File: src/rtl/apb_xfer_arbiter.sv
// Three-requester round-robin arbiter driving a single APB master port.
// All outputs are registered; an ACCESS-phase wait limit forces an error completion.
module apb_xfer_arbiter #(
    parameter int TIMEOUT = 16,
    parameter int NREQ    = 3
) (
    input  logic                 HCLK,
    input  logic                 HRESETn,
    input  logic [NREQ-1:0]      REQ,
    input  logic [NREQ-1:0]      REQ_WRITE,
    input  logic [32*NREQ-1:0]   REQ_ADDR,
    input  logic [32*NREQ-1:0]   REQ_WDATA,
    output logic [NREQ-1:0]      ACK,
    output logic [31:0]          RDATA,
    output logic                 ERR,
    output logic                 PSEL,
    output logic                 PENABLE,
    output logic                 PWRITE,
    output logic [31:0]          PADDR,
    output logic [31:0]          PWDATA,
    input  logic [31:0]          PRDATA,
    input  logic                 PREADY,
    input  logic                 PSLVERR
);

    localparam int CW = (TIMEOUT > 0) ? $clog2(TIMEOUT + 1) : 1;
    // Timeout fires on the edge that ends the TIMEOUT-th ACCESS cycle.
    localparam logic [CW-1:0] WAIT_LAST = (TIMEOUT > 0) ? CW'(TIMEOUT - 1) : '0;

    typedef enum logic [1:0] {S_IDLE, S_SETUP, S_ACCESS} state_t;

    state_t            r_state;
    logic [1:0]        r_last;
    logic [1:0]        r_gnt;
    logic [CW-1:0]     r_wait;
    logic [NREQ-1:0]   r_ack;
    logic              r_err;
    logic [31:0]       r_rdata;
    logic              r_psel;
    logic              r_penable;
    logic              r_pwrite;
    logic [31:0]       r_paddr;
    logic [31:0]       r_pwdata;

    logic [31:0]       w_addr  [NREQ];
    logic [31:0]       w_wdata [NREQ];
    logic [1:0]        w_c1;
    logic [1:0]        w_c2;
    logic [1:0]        w_pick;
    logic              w_any;
    logic [NREQ-1:0]   w_gnt_onehot;

    genvar gi;
    generate
        for (gi = 0; gi < NREQ; gi++) begin : g_slice
            assign w_addr[gi]  = REQ_ADDR[32*gi +: 32];
            assign w_wdata[gi] = REQ_WDATA[32*gi +: 32];
        end
    endgenerate

    function automatic logic [1:0] f_next(input logic [1:0] i);
        return (i == 2'd2) ? 2'd0 : i + 2'd1;
    endfunction

    // Search order: last+1, last+2, then last itself.
    assign w_c1         = f_next(r_last);
    assign w_c2         = f_next(w_c1);
    assign w_any        = |REQ;
    assign w_gnt_onehot = NREQ'(1) << r_gnt;

    always_comb begin
        w_pick = r_last;
        if (REQ[w_c1])
            w_pick = w_c1;
        else if (REQ[w_c2])
            w_pick = w_c2;
    end

    always_ff @(posedge HCLK or negedge HRESETn) begin
        if (!HRESETn) begin
            r_state   <= S_IDLE;
            r_last    <= 2'd2;
            r_gnt     <= 2'd0;
            r_wait    <= '0;
            r_ack     <= '0;
            r_err     <= 1'b0;
            r_rdata   <= '0;
            r_psel    <= 1'b0;
            r_penable <= 1'b0;
            r_pwrite  <= 1'b0;
            r_paddr   <= '0;
            r_pwdata  <= '0;
        end else begin
            r_ack <= '0;
            r_err <= 1'b0;
            case (r_state)
                S_IDLE: begin
                    if (w_any) begin
                        r_gnt    <= w_pick;
                        r_last   <= w_pick;
                        r_pwrite <= REQ_WRITE[w_pick];
                        r_paddr  <= w_addr[w_pick];
                        r_pwdata <= w_wdata[w_pick];
                        r_wait   <= '0;
                        r_psel   <= 1'b1;
                        r_state  <= S_SETUP;
                    end
                end
                S_SETUP: begin
                    r_penable <= 1'b1;
                    r_state   <= S_ACCESS;
                end
                S_ACCESS: begin
                    if (PREADY) begin
                        r_ack     <= w_gnt_onehot;
                        r_err     <= PSLVERR;
                        if (!r_pwrite)
                            r_rdata <= PRDATA;
                        r_psel    <= 1'b0;
                        r_penable <= 1'b0;
                        r_state   <= S_IDLE;
                    end else if ((TIMEOUT != 0) && (r_wait == WAIT_LAST)) begin
                        r_ack     <= w_gnt_onehot;
                        r_err     <= 1'b1;
                        r_psel    <= 1'b0;
                        r_penable <= 1'b0;
                        r_state   <= S_IDLE;
                    end else if (r_wait != '1) begin
                        r_wait <= r_wait + CW'(1);
                    end
                end
                default: r_state <= S_IDLE;
            endcase
        end
    end

    assign ACK     = r_ack;
    assign ERR     = r_err;
    assign RDATA   = r_rdata;
    assign PSEL    = r_psel;
    assign PENABLE = r_penable;
    assign PWRITE  = r_pwrite;
    assign PADDR   = r_paddr;
    assign PWDATA  = r_pwdata;

endmodule
File: config.mk
export PLATFORM = sky130hd
export DESIGN_NAME = apb_xfer_arbiter
export DESIGN_NICKNAME = d
export VERILOG_FILES = /design/src/rtl/apb_xfer_arbiter.sv
export SDC_FILE = /design/constraint.sdc
export NUM_CORES = 1
export LEC_CHECK = 0
export CAP_MARGIN = 0
export CORE_MARGIN = 4
export CORE_UTILIZATION = 35
export CTS_BUF_LIST = sky130_fd_sc_hd__clkbuf_4 sky130_fd_sc_hd__clkbuf_8 sky130_fd_sc_hd__clkbuf_16
export DETAILED_ROUTE_END_ITERATION = 10
export PLACE_DENSITY = 0.77
export SLEW_MARGIN = 20
export SYNTH_ARGS = -nofsm -noshare
export SYNTH_HDL_FRONTEND = slang
export SYNTH_SLANG_ARGS = --single-unit
export TNS_END_PERCENT = 10
File: constraint.sdc
create_clock -name HCLK -period 2.45 [get_ports HCLK]
set_input_delay 0.3675 -clock HCLK [delete_from_list [all_inputs] [get_ports HCLK]]
set_output_delay 0.3675 -clock HCLK [all_outputs]
set_load 0.02 [all_outputs]
==> results of run 1 <==
-- area by class of cell --
type / instances / share of cell area (%)
inverters: 3 / 0.116
multi-input cells: 339 / 24.9
clock buffers: 21 / 4.89
flip-flops and latches: 113 / 29.2
repair buffers: 349 / 36.9
clock inverters: 11 / 1.33
well taps: 211 / 2.72
-- state kept, by name (all words and copies together) (netlist names) --
| signal | cells |
|---|---|
| r_gnt | 1 |
| PWRITE | 1 |
| PSEL | 1 |
| PWDATA | 32 |
| PENABLE | 1 |
| r_state | 2 |
| PADDR | 32 |
| RDATA | 32 |
| r_last | 2 |
| r_wait | 5 |
| ERR | 1 |
| ACK | 3 |
-- cells by family after synthesis --
| group | Yosys count | synth area share [%] |
|---|---|---|
| simple gates | 159 | 13.4 |
| xor+xnor | 2 | 0.321 |
| mux | 99 | 18.9 |
| fa+ha+maj | 3 | 0.688 |
| compound gates | 76 | 10.4 |
| buf+inv | 45 | 4.45 |
| flops | 113 | 51.8 |
-- routing by layer --
layer	vias up	routed length [um]	share of wire, %	track usage (%)
li1	2457	-	-	-
met1	2448	7570	39	25.1
met2	242	9650	50	36.4
met3	41	1480	7.7	6.65
met4	0	503	2.6	8.20
met5	-	0	0	0
-- cells in the mapped netlist (4+ instances only) --
master	number
nand2_1	70
buf_6	7
clkbuf_1	16
mux2_2	34
nor3b_1	4
buf_2	17
nor3_1	4
o211ai_1	66
mux2i_1	65
dfrtp_1	112
nand3_1	66
nor2_1	5
-- metrics by stage --
step | cells | worst slack [ns] | hold slack (ns) | power (uW) | util (%)
finish | 1047 | 0.0737 | 0.476 | 12000 | 63.6
CTS | 1047 | 0.0324 | 0.482 | 12200 | 63.5
global route | 1047 | -0.0332 | 0.503 | 12700 | 63.6
global placement | 1014 | 0.172 | 0.382 | 9450 | 59.5
floorplan | 497 | 0.231 | 0.0719 | 6710 | -
detailed placement | 1014 | 0.0410 | 0.386 | 9650 | 59.5
-- worst max-delay path, cell delays in order (launching register included) --
cell,delay [ns]
dfrtp_1,0.40
ha_1,0.22
and3_1,0.21
ha_1,0.19
or4b_2,0.69
nor2_2,0.17
nor2_1,0.09
mux2_2,0.27
-- worst max path at each step --
stage               from         to  cells past startpoint
6_report       r_wait[0]  r_wait[0]                      7
5_1_grt        r_wait[0]  r_wait[0]                      7
4_1_cts        r_wait[0]  r_wait[0]                      7
3_5_place_dp   r_wait[0]  r_wait[0]                      7
3_3_place_gp   r_wait[0]  r_wait[0]                      7
2_1_floorplan  r_wait[0]  r_wait[0]                      7
-- where the power goes --
part	total (uW)	internal, uW	leakage (uW)	switching (uW)
clock	2460	1590	0.000282	865
sequential	3290	2760	0.00139	526
combinational	6300	3060	0.00239	3240
-- timing repair --
item / 4_1_cts / 5_1_grt
endpoints found under the setup margin: 0 / 2
endpoints found under the hold margin: 40 / 0
hold buffers: 1 / 0
resized for setup: 0 / 1
==> metrics.md, run 1 <==
| Metric | Value |
|---|---|
| Layout cell share with drive strength beyond 1 | 10.5% |
| Slew Limit Fails | 0 |
| Die width | 133 um |
| Layout area overhead | 77.6% |
| Post-synth EDFFs | 0 |
| Sinks on Clock Net | 113 |
| Clock Latency Late Sink | 0.41 ns |
| Post-DR wirelength/cell | between 15 and 20 um |
| Worst-Margin Slew | 0.543 ns |
| Effective utilization at floorplan | 35.8% |
| Most frequent cells in the layout | 335 x clkdlybuf4s50_1, 112 x dfrtp_1, 70 x nand2_1 |
| Placer Congestion | 0.826 |
| Clock transition at the registers of the reported paths | 0.05 ns |
| Setup_tns | 0 ns |
| WS Path Type | flop to flop |
| Fin crit share | a little over nine tenths |
| Total grt overflow | 0 |
| Largest net degree at the start of global routing | between 70 and 80 |
| Die Ht | 133 um |
| Yosys warns | 0 |
| Fin. Hold Viols | 0 |
| N_diodes | 0 |
| Critical R2R Launch | r_wait[0] |
| End of the worst register-to-register path | r_wait[0] |
| Leakage | 0.00406 uW |
| Crit path time final | 2.38 ns |
| FMAX | 421 MHz |
| Cell area power density | 1240 mW/mm2 |
| Post-synth cell types | 32 |
| Most common flop cell mapped by yosys | dfrtp_1 |
| Hold WC Path Type | flop to flop |
| Syn nets | approximately 730 |
| Remaining DRCs | 0 |
| Critical path startpoint category | flop |
| Synthesized area | 0.00546 mm2 |
| Reg2Reg Setup Slack | 0.07 ns |
| CP endpoint kind | flop |
| Max-cap violation count | 0 |
| Post-DRT Antenna Nets | 0 |
| Slew margin rel. | a little under two thirds |
| All-Layer GR Usage | between 20% and 30% |
| Mapped Avg Cell Area | 11.0 um2 |
| Routed WL | 19.2 mm |
| Vias in the first global route | 5584 |
| Area after DPL | 0.00908 mm2 |
| Worst-case clock skew | between 0.008 and 0.009 ns |
| Synth top area cells | dfrtp_1 51%, mux2i_1 12%, o211ai_1 9.1% |
| Final nets | between 1000 and 1500 |
| Yosys top cell area share | 51.3% |
| Arrival time worst endpoint | 2.66 ns |
| Hold Path Origin | PSEL |
| First-pass GRT wire length | roughly 30 mm |
| Dpl hpwl | ~15 mm |
| Worst-path fanout max | 5 |
| Die ar. | 0.0177 mm2 |
| Post-synth top area cell | dfrtp_1 |
| Number of synthesized register bits | 113 |
| Initial drt markers | 213 |
| Num CTS Buffers | 17 |
| FILL cells | 1203 |
| Antenna violations before repair | 0 |
| RSZ-0062 raised after global routing | true |
| Number of port buffers | around 340 |
| Worst hold endpoint | PSEL |
| DRT Pass-1 Iters | 4 |
| Outcome | complete, no violations |
| Clk root buf | clkbuf_16 |
| Commonest non-fill, non-tap cell in the layout | clkdlybuf4s50_1 |
| Clock Tree Buf Depth | 2 |
| Ports | 337 |
| VDD IR max | between 600 and 700 uV |
| Multi-input gate area | 0.00242 mm2 |
| FFs w/ async S/R, synth | 100% |
| R2r worst-path depth | 7 |
| Std-Cell Rows | 45 |
| H-tree levels | 4 |
| CTS tree | yes |
| DR vias | about 5200 |
| Hold path depth | 2 |
| Final Cell Area | roughly 0.0097 mm2 |
| Total setup buffers inserted after CTS | 0 |
| Avg Vias per Cell | 4.96 |
| Register Area | 0.00283 mm2 |
| CP required | ~2.7 ns |
| Synth Instances | 497 |
| # setup viols final | 0 |
| Core box area | 0.0153 mm2 |
| Sequential area share after synthesis | slightly above 50% |
Power figures use the tool's default switching activity.
==> run 2, diff against run 1 <==
--- a/config.mk
+++ b/config.mk
@@ -10,7 +10,9 @@
 export CORE_UTILIZATION = 35
 export CTS_BUF_LIST = sky130_fd_sc_hd__clkbuf_4 sky130_fd_sc_hd__clkbuf_8 sky130_fd_sc_hd__clkbuf_16
 export DETAILED_ROUTE_END_ITERATION = 10
+export MAX_ROUTING_LAYER = met4
 export PLACE_DENSITY = 0.77
+export REMOVE_ABC_BUFFERS = 1
 export SLEW_MARGIN = 20
 export SYNTH_ARGS = -nofsm -noshare
 export SYNTH_HDL_FRONTEND = slang
==> metrics.md, run 2 (synthesis results as in run 1) <==
| Metric | Value |
|---|---|
| FILL cells | 1178 (-2.1%) |
| Clock transition at the registers of the reported paths | 0.05 ns (about the same) |
| Slew Limit Fails | 0 (unchanged) |
| CP required | 2.74 ns (about the same) |
| Reg2Reg Setup Slack | 0.12 ns (+0.05 ns) |
| Final nets | 1067 (+0.66%) |
| All-Layer GR Usage | 22.9% (+1.5 points) |
| Hold WC Path Type | flop to flop |
| Most frequent cells in the layout | 335 x clkdlybuf4s50_1, 112 x dfrtp_1, 70 x nand2_1 |
| DRT Pass-1 Iters | 4 (unchanged) |
| Commonest non-fill, non-tap cell in the layout | clkdlybuf4s50_1 |
| Layout cell share with drive strength beyond 1 | 11.3% (+0.74 points) |
| Largest net degree at the start of global routing | 58 (-22%) |
| Clk root buf | clkbuf_16 |
| Multi-input gate area | 0.00242 mm2 (unchanged) |
| First-pass GRT wire length | 30.8 mm (+2.8%) |
| Max-cap violation count | 0 (unchanged) |
| Slew margin rel. | 62.1% (-1.7 points) |
| Worst-Margin Slew | 0.568 ns (+0.0251 ns) |
| Outcome | complete, no violations |
| Remaining DRCs | 0 (unchanged) |
| Arrival time worst endpoint | 2.61 ns (-0.05 ns) |
| Ports | 337 (unchanged) |
| Clock Latency Late Sink | 0.41 ns (about the same) |
| CP endpoint kind | flop |
| N_diodes | 0 (unchanged) |
| Die width | 133 um (unchanged) |
| Die ar. | 0.0177 mm2 (unchanged) |
| RSZ-0062 raised after global routing | false |
| Final Total Pwr | 12200 uW (+1.0%) |
| Effective utilization at floorplan | 35.8% (unchanged) |
| Total grt overflow | 0 (unchanged) |
| Critical path startpoint category | flop |
| Clock Tree Buf Depth | 2 (unchanged) |
| Post-layout util | 63.8% (+0.25 points) |
| Worst hold endpoint | PENABLE |
| Initial drt markers | 217 (+1.9%) |
| Avg Vias per Cell | 5.02 (+1.3%) |
| Sinks on Clock Net | 113 (unchanged) |
| Hold path depth | 2 (unchanged) |
| Die Ht | 133 um (unchanged) |
| Worst-case clock skew | 0.00562 ns (-0.00265 ns) |
| VDD IR max | 681 uV (+6.9%) |
| Final WS setup | 0.124 ns (+0.0507 ns) |
| Register Area | 0.00283 mm2 (unchanged) |
| H-tree levels | 4 (unchanged) |
| Num CTS Buffers | 17 (unchanged) |
| Post-DR wirelength/cell | 18.8 um (+2.3%) |
| Post-DRT Antenna Nets | 0 (unchanged) |
| End of the worst register-to-register path | r_wait[0] |
| CTS tree | yes |
| # setup viols final | 0 (unchanged) |
| Critical R2R Launch | r_wait[0] |
| Area after DPL | 0.00911 mm2 (+0.30%) |
| FMAX | 430 MHz (+2.2%) |
| Antenna violations before repair | 0 (unchanged) |
| R2r worst-path depth | 7 (unchanged) |
| Leakage | 0.00409 uW (+0.74%) |
| Number of port buffers | 336 (unchanged) |
| Layout area overhead | 78.3% |
| Place WS | 0.0922 ns (+0.0512 ns) |
| DR vias | 5288 (+1.9%) |
| Routed WL | 19.8 mm (+3.0%) |
| Fin crit share | 94.9% (-2.1 points) |
| Cell area power density | 1250 mW/mm2 (+0.61%) |
| Core box area | 0.0153 mm2 (unchanged) |
| Worst-path fanout max | 5 (unchanged) |
| Std-Cell Rows | 45 (unchanged) |
| Crit path time final | 2.33 ns (-0.0507 ns) |
| WS Path Type | flop to flop |
| Dpl hpwl | 15.2 mm (+4.5%) |
| Vias in the first global route | 5771 (+3.3%) |
| Fin. Hold Viols | 0 (unchanged) |
| Placer Congestion | 0.825 (-0.17%) |
| Hold Path Origin | PENABLE |
| Final Cell Area | 0.00973 mm2 (+0.39%) |
[run 2: metrics by stage]
stage,cells,setup TNS (ns),hold WS [ns]
final,1054,0,0.491
after global routing,1054,0,0.501
after CTS,1054,0,0.483
after detailed placement,1021,0,0.404
after global placement,1021,0,0.407
after floorplan,455,-167.88,0.0719
[run 2: routing by layer]
layer | up-vias | share of wire [%] | GRT usage [%]
li1 | 2475 | - | -
met1 | 2522 | 39 | 25.6
met2 | 258 | 51 | 39.1
met3 | 33 | 7.7 | 6.77
met4 | 0 | 2.2 | 7.56
met5 | - | 0 | -
[run 2: area by class of cell]
class | count | share of cell area (%)
timing repair buffer | 356 | 37.0
sequential | 113 | 29.1
multi-input combinational | 339 | 24.8
clock buffer | 19 | 4.65
tap | 211 | 2.71
clock inverter | 13 | 1.65
inverter | 3 | 0.116
[run 2: how the worst max path moves through the flow]
stage,depth (start not counted),startpoint,to
after global placement,7,r_wait[0],r_wait[0]
final,7,r_wait[0],r_wait[0]
after floorplan,5,REQ[0],PADDR[0]
after detailed placement,7,r_wait[0],r_wait[0]
after global routing,7,r_wait[0],r_wait[3]
after CTS,7,r_wait[0],r_wait[0]
[run 2: timing repair]
action,in CTS,in global routing
setup buffers,0,0
hold buffers,1,0
setup endpoints to repair,0,1
resized for setup,0,1
hold endpoints to repair,39,0
[run 2: worst max-delay path, stage by stage, from the launching register on]
cell and delay [ns]:
dfrtp_1 0.40, ha_1 0.21, and3_1 0.20, ha_1 0.19, or4b_2 0.69, nor2_2 0.17
nor2_1 0.08, mux2_2 0.27
[run 2: report_power, final]
part | switching [uW] | internal [uW]
clock | 887 | 1650
sequential | 509 | 2760
combinational | 3280 | 3080
